**src/rtl/serial_pattern_detector.sv**
```systemverilog
// serial_pattern_detector: flags every (overlapping) occurrence of PATTERN in a serial bit stream and counts matches
// Ports: clk, rst_n (sync, active-low), en (sample din), din (serial bit), clear (sync clear),
//        match (registered one-cycle pulse), count (saturating match count), sat (count is all-ones)
module serial_pattern_detector #(
    parameter logic [3:0] PATTERN = 4'b1011,
    parameter int         CNT_W   = 8
) (
    input  logic             clk,
    input  logic             rst_n,
    input  logic             en,
    input  logic             din,
    input  logic             clear,
    output logic             match,
    output logic [CNT_W-1:0] count,
    output logic             sat
);
    typedef enum logic [2:0] {EMPTY, FILL1, FILL2, FILL3, ARMED} state_t;
    state_t     state;
    // The oldest bit of the 4-bit window is shifted out before it can ever be compared,
    // so only the three newest sampled bits need storing.
    logic [2:0] hist;
    logic [3:0] win_next;
    logic       hit;
    assign win_next = {hist, din};
    assign hit      = en && (state == FILL3 || state == ARMED) && win_next == PATTERN;
    assign sat      = &count;
    always_ff @(posedge clk) begin
        if (!rst_n || clear) begin
            state <= EMPTY;
            hist  <= '0;
            match <= 1'b0;
            count <= '0;
        end else begin
            match <= hit;
            count <= count + CNT_W'(hit && !sat);
            if (en) begin
                hist  <= win_next[2:0];
                state <= state == EMPTY ? FILL1 :
                         state == FILL1 ? FILL2 :
                         state == FILL2 ? FILL3 : ARMED;
            end
        end
    end
endmodule
```
**config.mk**
```make
export PLATFORM = sky130hd
export DESIGN_NAME = serial_pattern_detector
export DESIGN_NICKNAME = d
export VERILOG_FILES = /design/src/rtl/serial_pattern_detector.sv
export SDC_FILE = /design/constraint.sdc
export NUM_CORES = 1
export LEC_CHECK = 0
export CORE_ASPECT_RATIO = 0.9
export CORE_MARGIN = 2
export CORE_UTILIZATION = 42
export CTS_CLUSTER_SIZE = 25
export DETAILED_ROUTE_END_ITERATION = 8
export GPL_TIMING_DRIVEN = 0
export PLACE_DENSITY = 0.72
export SLEW_MARGIN = 40
export SYNTH_ARGS = -nofsm -noshare
export SYNTH_HDL_FRONTEND = slang
export SYNTH_SLANG_ARGS = --single-unit
```
**constraint.sdc**
```tcl
create_clock -name clk -period 2.1 [get_ports clk]
set_clock_uncertainty 0.1 [all_clocks]
set_input_delay 0.42 -clock clk [delete_from_list [all_inputs] [get_ports clk]]
set_output_delay 0.42 -clock clk [all_outputs]
set_load 0.02 [all_outputs]
```
* Word level (Yosys, flattened, before mapping)
Cells that the tools add are included.
Cells by class: divide/modulo/power cells 0, equality and inequality tests 5, $lt $le $gt $ge 0, $mul 0, multiplexer cells 3, reductions and logical operators 9, bitwise gates (word level) 0, add/subtract/negate cells 1, shift operators 0
Operators with widths (number):
- $mux 3 | 3
- $add 8x1->8 | 1
- $reduce_and 8->1 | 1
- $eq 3x2->1 const B | 2
- $eq 4x4->1 const B | 1
- $eq 3x1->1 const B | 1
- $eq 3x3->1 const B | 1
- $logic_and 1x1->1 | 3
- $logic_not 3->1 | 1
- $logic_not 1->1 | 2
- $logic_or 1x1->1 | 2
Word-level totals: register bits 15, RAM bits 0, output and inout port bits 10, memories 0, ROM bits 0, latch bits 0, logic and storage cells 22

* Longest topological paths before layout
Gate-level depths: netlist of the first run.
word-level depth 6, gate-level depth with buffers 9

* Worst setup path after synthesis of the first run
No wires, ideal clock.
path type reg-to-reg, from reg count[2], to reg count[4], setup slack -0.235 ns, arrival 2.121 ns, cell stages (with the launch flop) 9, required time 1.886 ns, path buffers 0, clock period less this slack 2.335 ns, cells stage by stage dfxtp_1 -> nand4_1 -> nor3_1 -> nor2_1 -> ha_1 -> ha_1 -> nand3_1 -> xor2_1 -> nor2_1
Between the ends: word-level cells in the longest chain between the ends 4
Ends and longest elaborated chain:
- from (decl) | line 14 | output logic [CNT_W-1:0] count,
- from (signal assigned) | line 35 | count <= count + CNT_W'(hit && !sat);
- $reduce_and 8->1 | line 26 | assign sat = &count;
- via sat | line 15 | output logic sat
- $logic_not 1->1 | line 35
- $logic_and 1x1->1 | line 35
- $add 8x1->8 | line 35
The timed path passes the listed nets, and every way through them passes these cells. A chain may end at the register's enable or synchronous reset.

* Worst setup path in the final report of the first run
from reg state[0], to reg count[7]
Between the ends: word-level cells in the longest chain between the ends 6, elaborated cells between the ends (all ways) 7, those cells by class 1 x add/sub; 2 x eq/ne; 4 x reduce/logical
Ends and longest elaborated chain:
- from (decl) | line 18 | state_t state;
- from (signal assigned) | line 38 | state <= state == EMPTY ? FILL1 :
- $eq 3x2->1 or $eq 3x3->1 (tied branches) | line 25 | assign hit = en && (state == FILL3 || state == ARMED) && win_next == PATTERN;
- $logic_or 1x1->1 (*) | line 25
- $logic_and 1x1->1 (*) (2 in series) | line 25
- $logic_and 1x1->1 (*) | line 35
- $add 8x1->8 (*) | line 35
Mark *: on every way between the ends. The rest lies on a longest branch, timed or not.

==> results.txt, run 1 <==
Dpl hpwl = 899 um
Height of the die = 41.0 um
Final setup violation count = 3
Via count = 572
Pint = 0.374 mW
Final Max Tran Viols = 0
Storage element area = 307 um2
Worst slack at placement = -301 ps
Cell depth of the worst setup path = 7
Largest net degree at the start of global routing = 11
Seq pwr share = 60.8%
WL/cell = 11.7 um
Distinct cells, synth = 26
Primary FF master, synth = dfxtp_1
Final core utilization = 63.8%
Routed wire length = 1280 um
Sw Pwr = 0.0975 mW
Area added between synthesis and finish = 42.9%
DR WL met2 = 600 um
Inserted Clock Buffers = 3
Layout fillers = 129
Post-DRT Antenna Nets = 0
Overflow after GRT = 0
Crit path buf inv count = 0
H-tree levels = 1
Combinational Power Share = 5.7%
Pre-Repair DR Iteration Count = 4
Clock Pin Slew Worst Setup and Hold Paths = 80 ps
Worst EP required = 2210 ps
Hold path depth = 3
Synth cell count leaders = dfxtp_1 (15), nor2_1 (11), a21oi_1 (5)
Critical Path Fanout Max = 4
Initial Utilization = 44.7%
Buffers on Ports = 13
Met1 wire length = 596 um
Worst Tran Pin Value = 262 ps
Setup_tns = -237 ps
Final period util = 105%
Vias in the first global route = 484
Multi-input gate area = 343 um2
Worst Setup Slack, final = -107 ps
Reg2Reg Depth = 7
Slowest CP cell = or4_1
Placer's final routability congestion estimate = 0.696
First-pass GRT wire length = 1940 um
Flops & latches, synth = 15
Total Routing Usage GR = 15.5%
Slew HR = 82.5%
Vias per std cell = 5.20
Most common cell in the netlist = dfxtp_1
CP Cell Sequence = or3b_1 > a2111o_1 > nor2_1 > ha_2 > nand2_2 > or4_1 > a21oi_1
Share of cells above drive strength 1 = 23.2%
DR iter-0 viols = 8
Top cells by area, synth = dfxtp_1 (47%), nor2_1 (6.5%), mux2i_1 (4.7%), a21oi_1 (3.9%), ha_1 (3.9%)
DRC Markers = 0
Clk_lat worst skew = 270 ps
Post-Layout Cell Count = 110
Sw frac = 20.7%
Nets = 103
Worst path max stage delay = 410 ps
Cell Area, Placed = 815 um2
Failing checks = setup timing
Crit path DAT = 2320 ps
Critical path class = reg2reg
Die area = 1850 um2
Critical Path Start Type = flip-flop
Cell total after placement = 98
TritonCTS clock tree = yes
Avg Inst Size Synth = 9.13 um2
Ys async rst share = 0%
I/O pins = 15
Post-cts hold buffer count = 0
Yosys warns = 0
Top routing layer in use = met4
Clock Tree Buf Depth = 2
Min-delay worst type = in2reg
Leakage = 0.322 nW
Fin area = 913 um2
Post-Syn Instances = 70
Initial antenna violation count = 0
CP endpoint kind = flip-flop
Die W = 45.1 um
Pwr per Cell Area = 516 nW/um2
Rows = 13
Final hold viol count = 0
Root buf cell = clkbuf_4
Post-synth EDFFs = 0
Kind of cell adding the most delay to the critical path = simple AND/OR/NAND/NOR gates
Max Clock Freq = 453 MHz
Core area = 1430 um2
Mapped Nets = 77
Post-synth top area cell = dfxtp_1
Power Total = 0.471 mW
Netlist area before placement = 639 um2
Max_cap viols = 0
Antenna cells = 0
Register area share after synthesis = 47.0%
Min Tclk post-route = 2210 ps
Routed met3 length = 72 um
Clk pwr share = 33.5%
Max IR drop VDD = 0.291 mV
RSZ-0062 raised after global routing = yes
Status = finished with violations
Hold WS = 358 ps
Top-area cell type share of the netlist area = 47.0%
Clock Sinks = 15
## cell type report
class                           instances  share of cell area [%]
Sequential cell                        15                    33.6
Buffer                                  2                    2.05
Clock buffer                            4                    2.88
Inverter                                2                   0.822
Timing Repair Buffer                   21                    21.1
Multi-Input combinational cell         51                    37.5
Tap cell                               15                    2.05
## what timing repair did
item / CTS / global route
setup buffers: 6 / 3
pin swaps: 3 / 2
endpoints found under the hold margin: 0 / 0
gates resized for setup: 2 / 2
endpoints found under the setup margin: 5 / 7
## registers in the layout, indices dropped and copies added (netlist names)
name   flops
state      3
hist       3
match      1
count      8
## path summary, 6_finish.rpt
| path | from | endpoint | slack [ps] |
|---|---|---|---|
| setup / recovery | state[0] | count[7] | -110 |
| hold / removal | en | hist[0] | 360 |
| setup reg to reg | state[0] | count[7] | -110 |
| hold reg to reg | hist[1] | hist[1] | 400 |
## layer usage
metal	track usage (%)	vias to the layer above
li1	-	298
met1	17.3	258
met2	26.8	14
met3	4.85	2
met4	8.82	0
met5	0	-
## power by group through the flow
| stage | clock, mW | sequential (mW) | combinational, mW |
|---|---|---|---|
| 6_report | 0.158 | 0.287 | 0.0267 |
| 2_1_floorplan | 0 | 0.295 | 0.0148 |
| 3_3_place_gp | 0 | 0.295 | 0.0230 |
| 5_1_grt | 0.178 | 0.287 | 0.0294 |
| 3_5_place_dp | 0 | 0.296 | 0.0237 |
| 4_1_cts | 0.166 | 0.287 | 0.0270 |
## cell families after synthesis
logic type                 after synthesis  share of synthesized area, %
AOI/OAI and AO/OA                       11                          10.4
buffers and inverters                    4                          4.11
muxes                                    3                          4.70
and+or+nand+nor                         32                          25.8
adders and majority gates                2                          3.91
DFF                                     15                          47.0
xor gates and xnor gates                 3                          4.11
## worst min-delay path, delay by kind of cell
family                 cells  cell delay (ps)
buffers and inverters      1              130
multiplexers               1               80
AND/OR/NAND/NOR            1               70
## cell usage in the layout, fill, tap and decap left out
cell,Yosys,layout
dfxtp_1,15,12
clkdlybuf4s50_1,0,12
nor2_1,11,11
buf_4,1,8
a21oi_1,5,5
nand3_1,4,4
nand2b_1,3,3
mux2i_1,3,3
clkbuf_4,0,3
nand2_1,3,2
buf_6,1,2
xor2_1,2,2
and2_1,2,2
a31oi_1,2,2
o21ai_0,2,2
or3_1,2,2
dfxtp_2,0,2
inv_1,2,1
nand4_1,1,1
nor3_2,0,1
or3b_1,1,1
nand3b_1,1,1
a2111o_1,1,1
xnor2_2,0,1
nor2b_1,1,1
nor3b_1,1,1
inv_2,0,1
nand2_2,0,1
o31ai_1,1,1
or4_1,1,1
ha_4,0,1
ha_2,0,1
clkbuf_1,0,1
dlygate4sd2_1,0,1
dfxtp_4,0,1
Note: power is estimated with default switching activity, not from simulation.
==> inputs of run 2 (changes only) <==
CTS_CLUSTER_SIZE = 12   (was 25)
GPL_ROUTABILITY_DRIVEN = 0   (was default)
==> results of run 2 <==
Final layout, timing and power as in run 1 (identical DEF).
==> inputs of run 3 (changes only) <==
GPL_TIMING_DRIVEN = default   (was 0)
==> run 3 against run 2 <==
Effect of this change: the flow still finishes with violations (setup timing); critical path depth up 1; first-iteration DRC count down 25%; maximum frequency is 3.7% lower; global-route usage is 3.4 points higher; clock power rose by 3%; sequential share of layout area shrank 2.1 points; cell count up 2.7%; largest cell class unchanged.
==> results.txt, run 3 (synthesized netlist as in run 1, its figures left out) <==
Dpl hpwl = 999 um (was 899 um)
Share of cells above drive strength 1 = 31.6% (was 23.2%)
Worst EP required = 2210 ps (about the same)
DRC Markers = 0 (unchanged)
Clock Sinks = 15 (unchanged)
Max Clock Freq = 436 MHz (was 453 MHz)
Post-cts hold buffer count = 0 (unchanged)
Worst Setup Slack, final = -192 ps (was -107 ps)
TritonCTS clock tree = yes (unchanged)
Combinational Power Share = 5.6% (was 5.7%)
Die W = 45.1 um (unchanged)
Worst slack at placement = -398 ps (was -301 ps)
Power Total = 0.476 mW (was 0.471 mW)
Final Max Tran Viols = 0 (unchanged)
Total Routing Usage GR = 19.0% (was 15.5%)
Failing checks = setup timing (unchanged)
Pwr per Cell Area = 492 nW/um2 (was 516 nW/um2)
Height of the die = 41.0 um (unchanged)
Clk_lat worst skew = 290 ps (was 270 ps)
Clock Tree Buf Depth = 2 (unchanged)
Setup_tns = -543 ps (was -237 ps)
Buffers on Ports = 14 (was 13)
Commonest non-fill, non-tap cell in the layout = clkdlybuf4s50_1
Critical Path Start Type = flip-flop (unchanged)
Sw frac = 21.8% (was 20.7%)
Clk pwr share = 34.0% (was 33.5%)
Worst Tran Pin Value = 519 ps (was 262 ps)
Pint = 0.372 mW (was 0.374 mW)
Area added between synthesis and finish = 51.3% (was 42.9%)
Final setup violation count = 5 (was 3)
Rows = 13 (unchanged)
Vias in the first global route = 548 (was 484)
Max_cap viols = 0 (unchanged)
Register name with the most flops = count (unchanged)
Max IR drop VDD = 0.413 mV (was 0.291 mV)
Overflow after GRT = 0 (unchanged)
Die area = 1850 um2 (unchanged)
Post-DRT Antenna Nets = 0 (unchanged)
Max reg flops = 8 (unchanged)
Core area = 1430 um2 (unchanged)
WL/cell = 13.2 um (was 11.7 um)
Leakage = 0.347 nW (was 0.322 nW)
CP endpoint kind = flip-flop (unchanged)
Min Tclk post-route = 2290 ps (was 2210 ps)
Min-delay worst type = reg2reg (was in2reg)
Routed wire length = 1490 um (was 1280 um)
Crit path DAT = 2400 ps (was 2320 ps)
Pre-Repair DR Iteration Count = 6 (was 4)
Final period util = 109% (was 105%)
RSZ-0062 raised after global routing = yes (unchanged)
Root buf cell = clkbuf_4 (unchanged)
Initial antenna violation count = 0 (unchanged)
Critical path class = reg2reg (unchanged)
Status = finished with violations (unchanged)
Critical Path Fanout Max = 3 (was 4)
Antenna cells = 0 (unchanged)
H-tree levels = 1 (unchanged)
Via count = 597 (was 572)
Nets = 106 (was 103)
Slew HR = 65.4% (was 82.5%)
Largest net degree at the start of global routing = 14 (was 11)
Initial Utilization = 44.7% (unchanged)
Inserted Clock Buffers = 3 (unchanged)
First-pass GRT wire length = 2370 um (was 1940 um)
Largest registers = count (8), hist (3), state (3) (unchanged)
Layout fillers = 120 (was 129)
Seq pwr share = 60.5% (was 60.8%)
Commonest cells after routing, fill and taps aside = clkdlybuf4s50_1 (13), dfxtp_1 (12), buf_4 (12) (was dfxtp_1 (12), clkdlybuf4s50_1 (12), nor2_1 (11))
Sw Pwr = 0.104 mW (was 0.0975 mW)
Vias per std cell = 5.28 (was 5.20)
Clock Pin Slew Worst Setup and Hold Paths = 90 ps (was 80 ps)
Hold WS = 396 ps (was 358 ps)
I/O pins = 15 (unchanged)
Final hold viol count = 0 (unchanged)
DR iter-0 viols = 6 (was 8)
run 3: worst paths after layout:
check | start | endpoint | slack [ps] | depth (start not counted)
hold reg to reg | hist[0] | hist[1] | 400 | 2
setup reg to reg | state[1] | count[6] | -190 | 8
setup / recovery | state[1] | count[6] | -190 | 8
hold / removal | hist[0] | hist[1] | 400 | 2
run 3: metal layers:
layer  up-vias  wire length, um  global-route usage, %
met5         -                0                      0
met4         0                9                   5.15
met3         2               88                   7.93
met2        18              800                   35.0
met1       280              596                   20.2
li1        297                -                      -
run 3: per-stage QoR:
stage	cells	util [%]	instance area [um2]
after floorplan	70	-	666
after global placement	107	61.5	881
after detailed placement	107	61.5	881
after CTS	114	66.1	946
after global routing	113	67.6	967
final	113	67.6	967
run 3: final cells by class:
cell class | instances | area, um2 | area share [%]
Inverter | 2 | 7.51 | 0.776
Sequential cell | 15 | 304 | 31.4
Multi-Input combinational cell | 51 | 380 | 39.3
Tap cell | 15 | 18.8 | 1.94
Clock buffer | 3 | 22.5 | 2.33
Timing Repair Buffer | 26 | 229 | 23.7
Clock inverter | 1 | 5.00 | 0.517
run 3: critical path: stages (launching register included):
cell and delay [ps]:
dfxtp_2 330, or3b_1 370, a2111o_1 410, nor2_1 120, ha_2 230, ha_4 150, inv_2 40, or3_4 330
a21oi_2 120
run 3: what timing repair did:
| item | 4_1_cts | 5_1_grt |
|---|---|---|
| buffers inserted | 3 | 1 |
| pin swaps | 5 | 2 |
| setup endpoints to repair | 6 | 5 |
| gates resized for setup | 5 | 6 |
run 3: power groups by stage:
| stage | Sequential (mW) | Combinational (mW) | Clock, mW |
|---|---|---|---|
| after floorplan | 0.295 | 0.0148 | 0 |
| after global placement | 0.294 | 0.0260 | 0 |
| after CTS | 0.288 | 0.0264 | 0.167 |
| final | 0.288 | 0.0264 | 0.162 |
| after global routing | 0.288 | 0.0294 | 0.181 |
| after detailed placement | 0.294 | 0.0263 | 0 |
